[src/rtl/fpalu_issue_ctrl_pkg.sv]
// Shared FPALU opcodes, default megafunction latencies and issue-controller state codes.
package fpalu_issue_ctrl_pkg;

  localparam logic [4:0] FOPADD   = 5'd0;
  localparam logic [4:0] FOPSUB   = 5'd1;
  localparam logic [4:0] FOPMUL   = 5'd2;
  localparam logic [4:0] FOPDIV   = 5'd3;
  localparam logic [4:0] FOPSQRT  = 5'd4;
  localparam logic [4:0] FOPABS   = 5'd5;
  localparam logic [4:0] FOPNEG   = 5'd6;
  localparam logic [4:0] FOPCEQ   = 5'd7;
  localparam logic [4:0] FOPCLT   = 5'd8;
  localparam logic [4:0] FOPCLE   = 5'd9;
  localparam logic [4:0] FOPCVTSW = 5'd10;
  localparam logic [4:0] FOPCVTWS = 5'd11;

  localparam int FP_LAT_ADD   = 7;
  localparam int FP_LAT_MUL   = 5;
  localparam int FP_LAT_DIV   = 6;
  localparam int FP_LAT_SQRT  = 16;
  localparam int FP_LAT_CMP   = 1;
  localparam int FP_LAT_CVTSW = 6;
  localparam int FP_LAT_CVTWS = 6;

  localparam logic [1:0] ST_FPI_IDLE = 2'd0;
  localparam logic [1:0] ST_FPI_WAIT = 2'd1;
  localparam logic [1:0] ST_FPI_DONE = 2'd2;

endpackage

[src/rtl/fpalu_issue_ctrl_lat_lut.sv]
// Opcode -> pipeline latency lookup; ABS/NEG are combinational in the FPALU, unknown codes are illegal.
module fpalu_lat_lut
  import fpalu_issue_ctrl_pkg::*;
#(
  parameter int LAT_ADD   = FP_LAT_ADD,
  parameter int LAT_MUL   = FP_LAT_MUL,
  parameter int LAT_DIV   = FP_LAT_DIV,
  parameter int LAT_SQRT  = FP_LAT_SQRT,
  parameter int LAT_CMP   = FP_LAT_CMP,
  parameter int LAT_CVTSW = FP_LAT_CVTSW,
  parameter int LAT_CVTWS = FP_LAT_CVTWS,
  parameter int CNT_W     = 5
) (
  input  logic [4:0]       opcode_i,
  output logic [CNT_W-1:0] lat_o,
  output logic             illegal_o
);

  always_comb begin
    lat_o     = '0;
    illegal_o = 1'b0;
    case (opcode_i)
      FOPADD, FOPSUB:         lat_o = CNT_W'(LAT_ADD);
      FOPMUL:                 lat_o = CNT_W'(LAT_MUL);
      FOPDIV:                 lat_o = CNT_W'(LAT_DIV);
      FOPSQRT:                lat_o = CNT_W'(LAT_SQRT);
      FOPCEQ, FOPCLT, FOPCLE: lat_o = CNT_W'(LAT_CMP);
      FOPCVTSW:               lat_o = CNT_W'(LAT_CVTSW);
      FOPCVTWS:               lat_o = CNT_W'(LAT_CVTWS);
      FOPABS, FOPNEG:         lat_o = '0;
      default:                illegal_o = 1'b1;
    endcase
  end

endmodule

[src/rtl/fpalu_issue_ctrl.sv]
// FPALU initiator: registers one request, holds operands for the op's latency, then captures the result.
module fpalu_issue_ctrl
  import fpalu_issue_ctrl_pkg::*;
#(
  parameter int LAT_ADD   = FP_LAT_ADD,
  parameter int LAT_MUL   = FP_LAT_MUL,
  parameter int LAT_DIV   = FP_LAT_DIV,
  parameter int LAT_SQRT  = FP_LAT_SQRT,
  parameter int LAT_CMP   = FP_LAT_CMP,
  parameter int LAT_CVTSW = FP_LAT_CVTSW,
  parameter int LAT_CVTWS = FP_LAT_CVTWS,
  parameter int CNT_W     = 5
) (
  input  logic        iclock,
  input  logic        ireset,
  input  logic        istart,
  input  logic [4:0]  iopcode,
  input  logic [31:0] irs1,
  input  logic [31:0] irs2,
  output logic [31:0] ofpa_dataa,
  output logic [31:0] ofpa_datab,
  output logic [4:0]  ofpa_control,
  input  logic [31:0] ifpa_result,
  input  logic        ifpa_nan,
  input  logic        ifpa_zero,
  input  logic        ifpa_overflow,
  input  logic        ifpa_underflow,
  input  logic        ifpa_comp,
  output logic        obusy,
  output logic        odone,
  output logic [31:0] oresult,
  output logic [3:0]  oflags,
  output logic        ocomp,
  output logic        oillegal
);

  logic [1:0]       state_q, state_d;
  logic [CNT_W-1:0] cnt_q, cnt_d;
  logic [31:0]      dataa_q, datab_q, result_q;
  logic [4:0]       control_q;
  logic [3:0]       flags_q;
  logic             comp_q, illegal_q, illegalPend_q;
  logic [CNT_W-1:0] lutLat;
  logic             lutIllegal;
  logic             accept, capture;

  fpalu_lat_lut #(
    .LAT_ADD  (LAT_ADD),
    .LAT_MUL  (LAT_MUL),
    .LAT_DIV  (LAT_DIV),
    .LAT_SQRT (LAT_SQRT),
    .LAT_CMP  (LAT_CMP),
    .LAT_CVTSW(LAT_CVTSW),
    .LAT_CVTWS(LAT_CVTWS),
    .CNT_W    (CNT_W)
  ) u_lat_lut (
    .opcode_i (iopcode),
    .lat_o    (lutLat),
    .illegal_o(lutIllegal)
  );

  assign accept  = (state_q == ST_FPI_IDLE) && istart;
  assign capture = (state_q == ST_FPI_WAIT) && (cnt_q == '0);

  always_comb begin
    state_d = state_q;
    cnt_d   = cnt_q;
    case (state_q)
      ST_FPI_IDLE: begin
        if (istart) begin
          state_d = ST_FPI_WAIT;
          cnt_d   = lutLat;
        end
      end
      ST_FPI_WAIT: begin
        if (cnt_q == '0) state_d = ST_FPI_DONE;
        else             cnt_d   = cnt_q - CNT_W'(1);
      end
      ST_FPI_DONE: state_d = ST_FPI_IDLE;
      default:     state_d = ST_FPI_IDLE;
    endcase
  end

  // Operand registers only load on acceptance so the FPALU output mux stays put until capture.
  always_ff @(posedge iclock) begin
    if (ireset) begin
      state_q       <= ST_FPI_IDLE;
      cnt_q         <= '0;
      dataa_q       <= '0;
      datab_q       <= '0;
      control_q     <= '0;
      result_q      <= '0;
      flags_q       <= '0;
      comp_q        <= 1'b0;
      illegal_q     <= 1'b0;
      illegalPend_q <= 1'b0;
    end else begin
      state_q <= state_d;
      cnt_q   <= cnt_d;
      if (accept) begin
        dataa_q       <= irs1;
        datab_q       <= irs2;
        control_q     <= iopcode;
        illegalPend_q <= lutIllegal;
        illegal_q     <= 1'b0;
      end
      if (capture) begin
        if (illegalPend_q) begin
          result_q  <= '0;
          flags_q   <= '0;
          comp_q    <= 1'b0;
          illegal_q <= 1'b1;
        end else begin
          result_q <= ifpa_result;
          flags_q  <= {ifpa_nan, ifpa_zero, ifpa_overflow, ifpa_underflow};
          comp_q   <= ifpa_comp;
        end
      end
    end
  end

  assign ofpa_dataa   = dataa_q;
  assign ofpa_datab   = datab_q;
  assign ofpa_control = control_q;
  assign obusy        = (state_q != ST_FPI_IDLE);
  assign odone        = (state_q == ST_FPI_DONE);
  assign oresult      = result_q;
  assign oflags       = flags_q;
  assign ocomp        = comp_q;
  assign oillegal     = illegal_q;

endmodule

[config.mk]
export PLATFORM = sky130hd
export DESIGN_NAME = fpalu_issue_ctrl
export DESIGN_NICKNAME = d
export VERILOG_FILES = /design/src/rtl/fpalu_issue_ctrl_pkg.sv /design/src/rtl/fpalu_issue_ctrl_lat_lut.sv /design/src/rtl/fpalu_issue_ctrl.sv
export SDC_FILE = /design/constraint.sdc
export NUM_CORES = 1
export LEC_CHECK = 0
export BUFFER_PORTS_ARGS = -buffer_cell sky130_fd_sc_hd__buf_2
export CAP_MARGIN = 10
export CORE_MARGIN = 3
export CORE_UTILIZATION = 44
export DETAILED_ROUTE_END_ITERATION = 10
export PLACE_DENSITY = 0.76
export SKIP_CTS_REPAIR_TIMING = 1
export SYNTH_ARGS = -nofsm -noshare
export SYNTH_HDL_FRONTEND = slang
export SYNTH_SLANG_ARGS = --single-unit
export TNS_END_PERCENT = 50
[constraint.sdc]
create_clock -name iclock -period 2.4 [get_ports iclock]
set_input_delay 0.48 -clock iclock [delete_from_list [all_inputs] [get_ports iclock]]
set_output_delay 0.48 -clock iclock [all_outputs]
set_load 0.005 [all_outputs]
==> reports/metrics.yaml <==
status:
  status: "completed"
synth:
  syn_inst: 447
  synth_top_area_cell: "dfxtp_1"
  synth_seq_cells: 115
  synth.avg_cell_area_um2: 9.00
  yosysUniqueCellTypes: 29
  synth.area.top_cells: "dfxtp_1 (57%), nand2_1 (13%), a21oi_1 (9.1%), a22o_2 (7.0%), clkbuf_1 (2.7%)"
  yosysWarnings: 0
  syn-cell-area_mm2: 0.00402
  seq_area_frac_synth_pct: 57.2
  synth_fp_nets: 558
  synth_top_area_share_pct: 57.2
clock_tree:
  ctsRootBufferMaster: "clkbuf_8"
  clock-sinks: 115
  tritoncts: "yes"
  htree_num_levels: 4
  cts_buffer_depth: 2
  cts_buffers: 17
  clkLatencyLatePin_ns: 0.49
  clkTransAtPathRegs_ns: 0.06
worst_setup_path:
  required_ns: 2.80
  critPathMaxFanout: 6
  slowest_stage: "or4b_4"
  crit_chain: "inv_1, ha_1, or4b_4, a21oi_1, a211oi_1, a211oi_1"
  cp.arrival_ns: 2.38
  worst_path_largest_cell_delay_ns: 0.51
  cpMostUsedCell: "a211oi_1"
  crit_buf_inv: 1
  crit_type: "reg2reg"
  cp.depth: 6
  cp-start-kind: "flop"
  ff2ff_path_depth: 6
  end_kind: "flop"
  path_delay_family: "compound AO/OA/AOI/OAI gates"
timing:
  tightest_slew_ns: 0.614
  hold_viol_final: 0
  slew_headroom_pct: 58.5
  max_freq_ghz: 0.504
  rsz0062_at_grt: "no"
  maxSlewViolCount: 0
  layout_setup_ws_ns: 0.416
  clock_skew_ns: 0.00712
  period_share_pct: 82.7
  min_period_ns: 1.98
  fin_tns_setup_ns: 0
  setup_viol: 0
  fin_hold_ws_ns: 0.205
final_layout:
  final_cells: 778
  layout.nets: 768
  syn_to_final_growth_pct: 42.3
  drive_gt1_share_pct: 43.4
  diodes: 0
  fillers: 747
  regArea_mm2: 0.00230
  multi_input_area_mm2: 0.00158
detailed_routing:
  ant_nets: 0
  drc: 0
  wire_per_inst_um: 14.0
  viasPerCell: 5.09
  drtPass1Iterations: 4
  drt-total-wl_um: 10900
  drtIter0Drc: 107
  dr_total_vias: 3958
grt:
  antenna_found_initial: 0
  gr-total-overflow: 0
  grt_pass1_wl_um: 16800
  grt_pass1_vias: 3657
  grt_max_degree: 73
  gr-usage-all-layers_pct: 20.3
hold_path:
  hold_depth: 2
  hold_class: "in2reg"
placement:
  dp_slack_ns: 0.426
  dp_hpwl_um: 7710
  port_buffers: 217
  gp_congestion: 0.820
  dp.cells: 746
floorplanning:
  pin_count: 218
  core_area_mm2: 0.00881
  start_util_pct: 45.7
  die_w_um: 102
  dieArea_mm2: 0.0103
  num_rows: 34
  die_h_um: 102
job:
  max_cap_violations: 0
power_and_ir_drop:
  vdd_drop_max_v: 0.000555
  leakagePower_nw: 2.77
  p_per_area_mw_per_mm2: 914
layout make-up:
type | count | area share [%]
Clock buffer | 18 | 7.48
Clock inverter | 14 | 2.25
Inverter | 3 | 0.197
Multi-Input combinational cell | 297 | 27.5
Sequential cell | 115 | 40.2
Tap cell | 108 | 2.36
Timing Repair Buffer | 223 | 20.0
worst paths after layout:
kind / from / end / slack, ns
worst max register to register: cnt_q[0] / cnt_q[1] / 0.42
worst max-delay path: cnt_q[0] / cnt_q[1] / 0.42
worst min register to register: ofpa_dataa[24] / ofpa_dataa[24] / 0.45
worst min-delay path: ifpa_overflow / oflags[1] / 0.20
per-layer routing:
layer | vias up | global-route usage (%) | routed length, um
met4 | 0 | 7.98 | 108
li1 | 1946 | - | -
met5 | - | 0 | 0
met2 | 154 | 34.5 | 5350
met3 | 8 | 7.71 | 1040
met1 | 1850 | 23.1 | 4400
cell usage after synthesis:
master / count
or3b_2: 2
a31oi_1: 2
a22o_2: 28
dfxtp_1: 115
nand4_1: 1
o21ai_0: 5
nor4b_1: 1
buf_6: 3
nor4_1: 2
nand3_1: 3
nor3_1: 2
nor2b_1: 2
a22o_1: 10
nor3b_1: 2
a21oi_1: 73
or3_1: 1
nor2_1: 9
a41oi_1: 1
or2_2: 2
nor4_4: 1
mux2i_1: 1
inv_1: 3
a211oi_1: 3
ha_1: 2
a2111oi_0: 1
or4b_4: 1
nand2b_1: 1
nand2_1: 141
clkbuf_1: 29
power by group:
| part | internal, W | total [W] | leakage, nW | switching, W |
|---|---|---|---|---|
| clock | 0.00141 | 0.00231 | 0.268 | 0.000900 |
| combinational | 0.000343 | 0.000753 | 1.56 | 0.000410 |
| sequential | 0.00208 | 0.00217 | 0.941 | 0.0000918 |
| total | 0.00383 | 0.00523 | 2.77 | 0.00140 |
state kept, by name, summed over array words and instances (netlist names):
register / flops
cnt_q: 5
ofpa_dataa: 32
ofpa_datab: 32
illegalPend_q: 1
state_q: 2
oresult: 32
ocomp: 1
oflags: 4
oillegal: 1
ofpa_control: 5
kinds of logic after synthesis:
logic type               count (synthesis)  synth area share (%)
adder cells (fa/ha/maj)                  2                 0.622
AND/OR/NAND/NOR                        171                  17.9
buffers and inverters                   35                  3.83
AO/OA/AOI/OAI                          123                  20.2
flip-flops                             115                  57.2
multiplexers                             1                 0.249
metrics by stage:
stage               power (W)  area [um^2]  utilization (%)
floorplan             0.00262         4020                -
global placement      0.00293         5170             58.7
detailed placement    0.00297         5170             58.7
CTS                   0.00529         5720             65.0
global route          0.00550         5720             65.0
finish                0.00523         5720             65.0
layout by cell type, fill, tap and decap left out, drive strengths merged, types with 2 or more instances in the layout:
cell / netlist / final
buf: 3 / 223
nand2: 141 / 141
dfxtp: 115 / 115
a21oi: 73 / 73
a22o: 38 / 38
clkbuf: 29 / 18
nor2: 9 / 9
inv: 3 / 7
clkinv: 0 / 6
o21ai: 5 / 5
a211oi: 3 / 3
nand3: 3 / 3
clkinvlp: 0 / 3
nor4: 3 / 3
or2: 2 / 2
nor2b: 2 / 2
or3b: 2 / 2
nor3: 2 / 2
a31oi: 2 / 2
ha: 2 / 2
nor3b: 2 / 2
No activity file was read; power rests on OpenSTA's default activity.
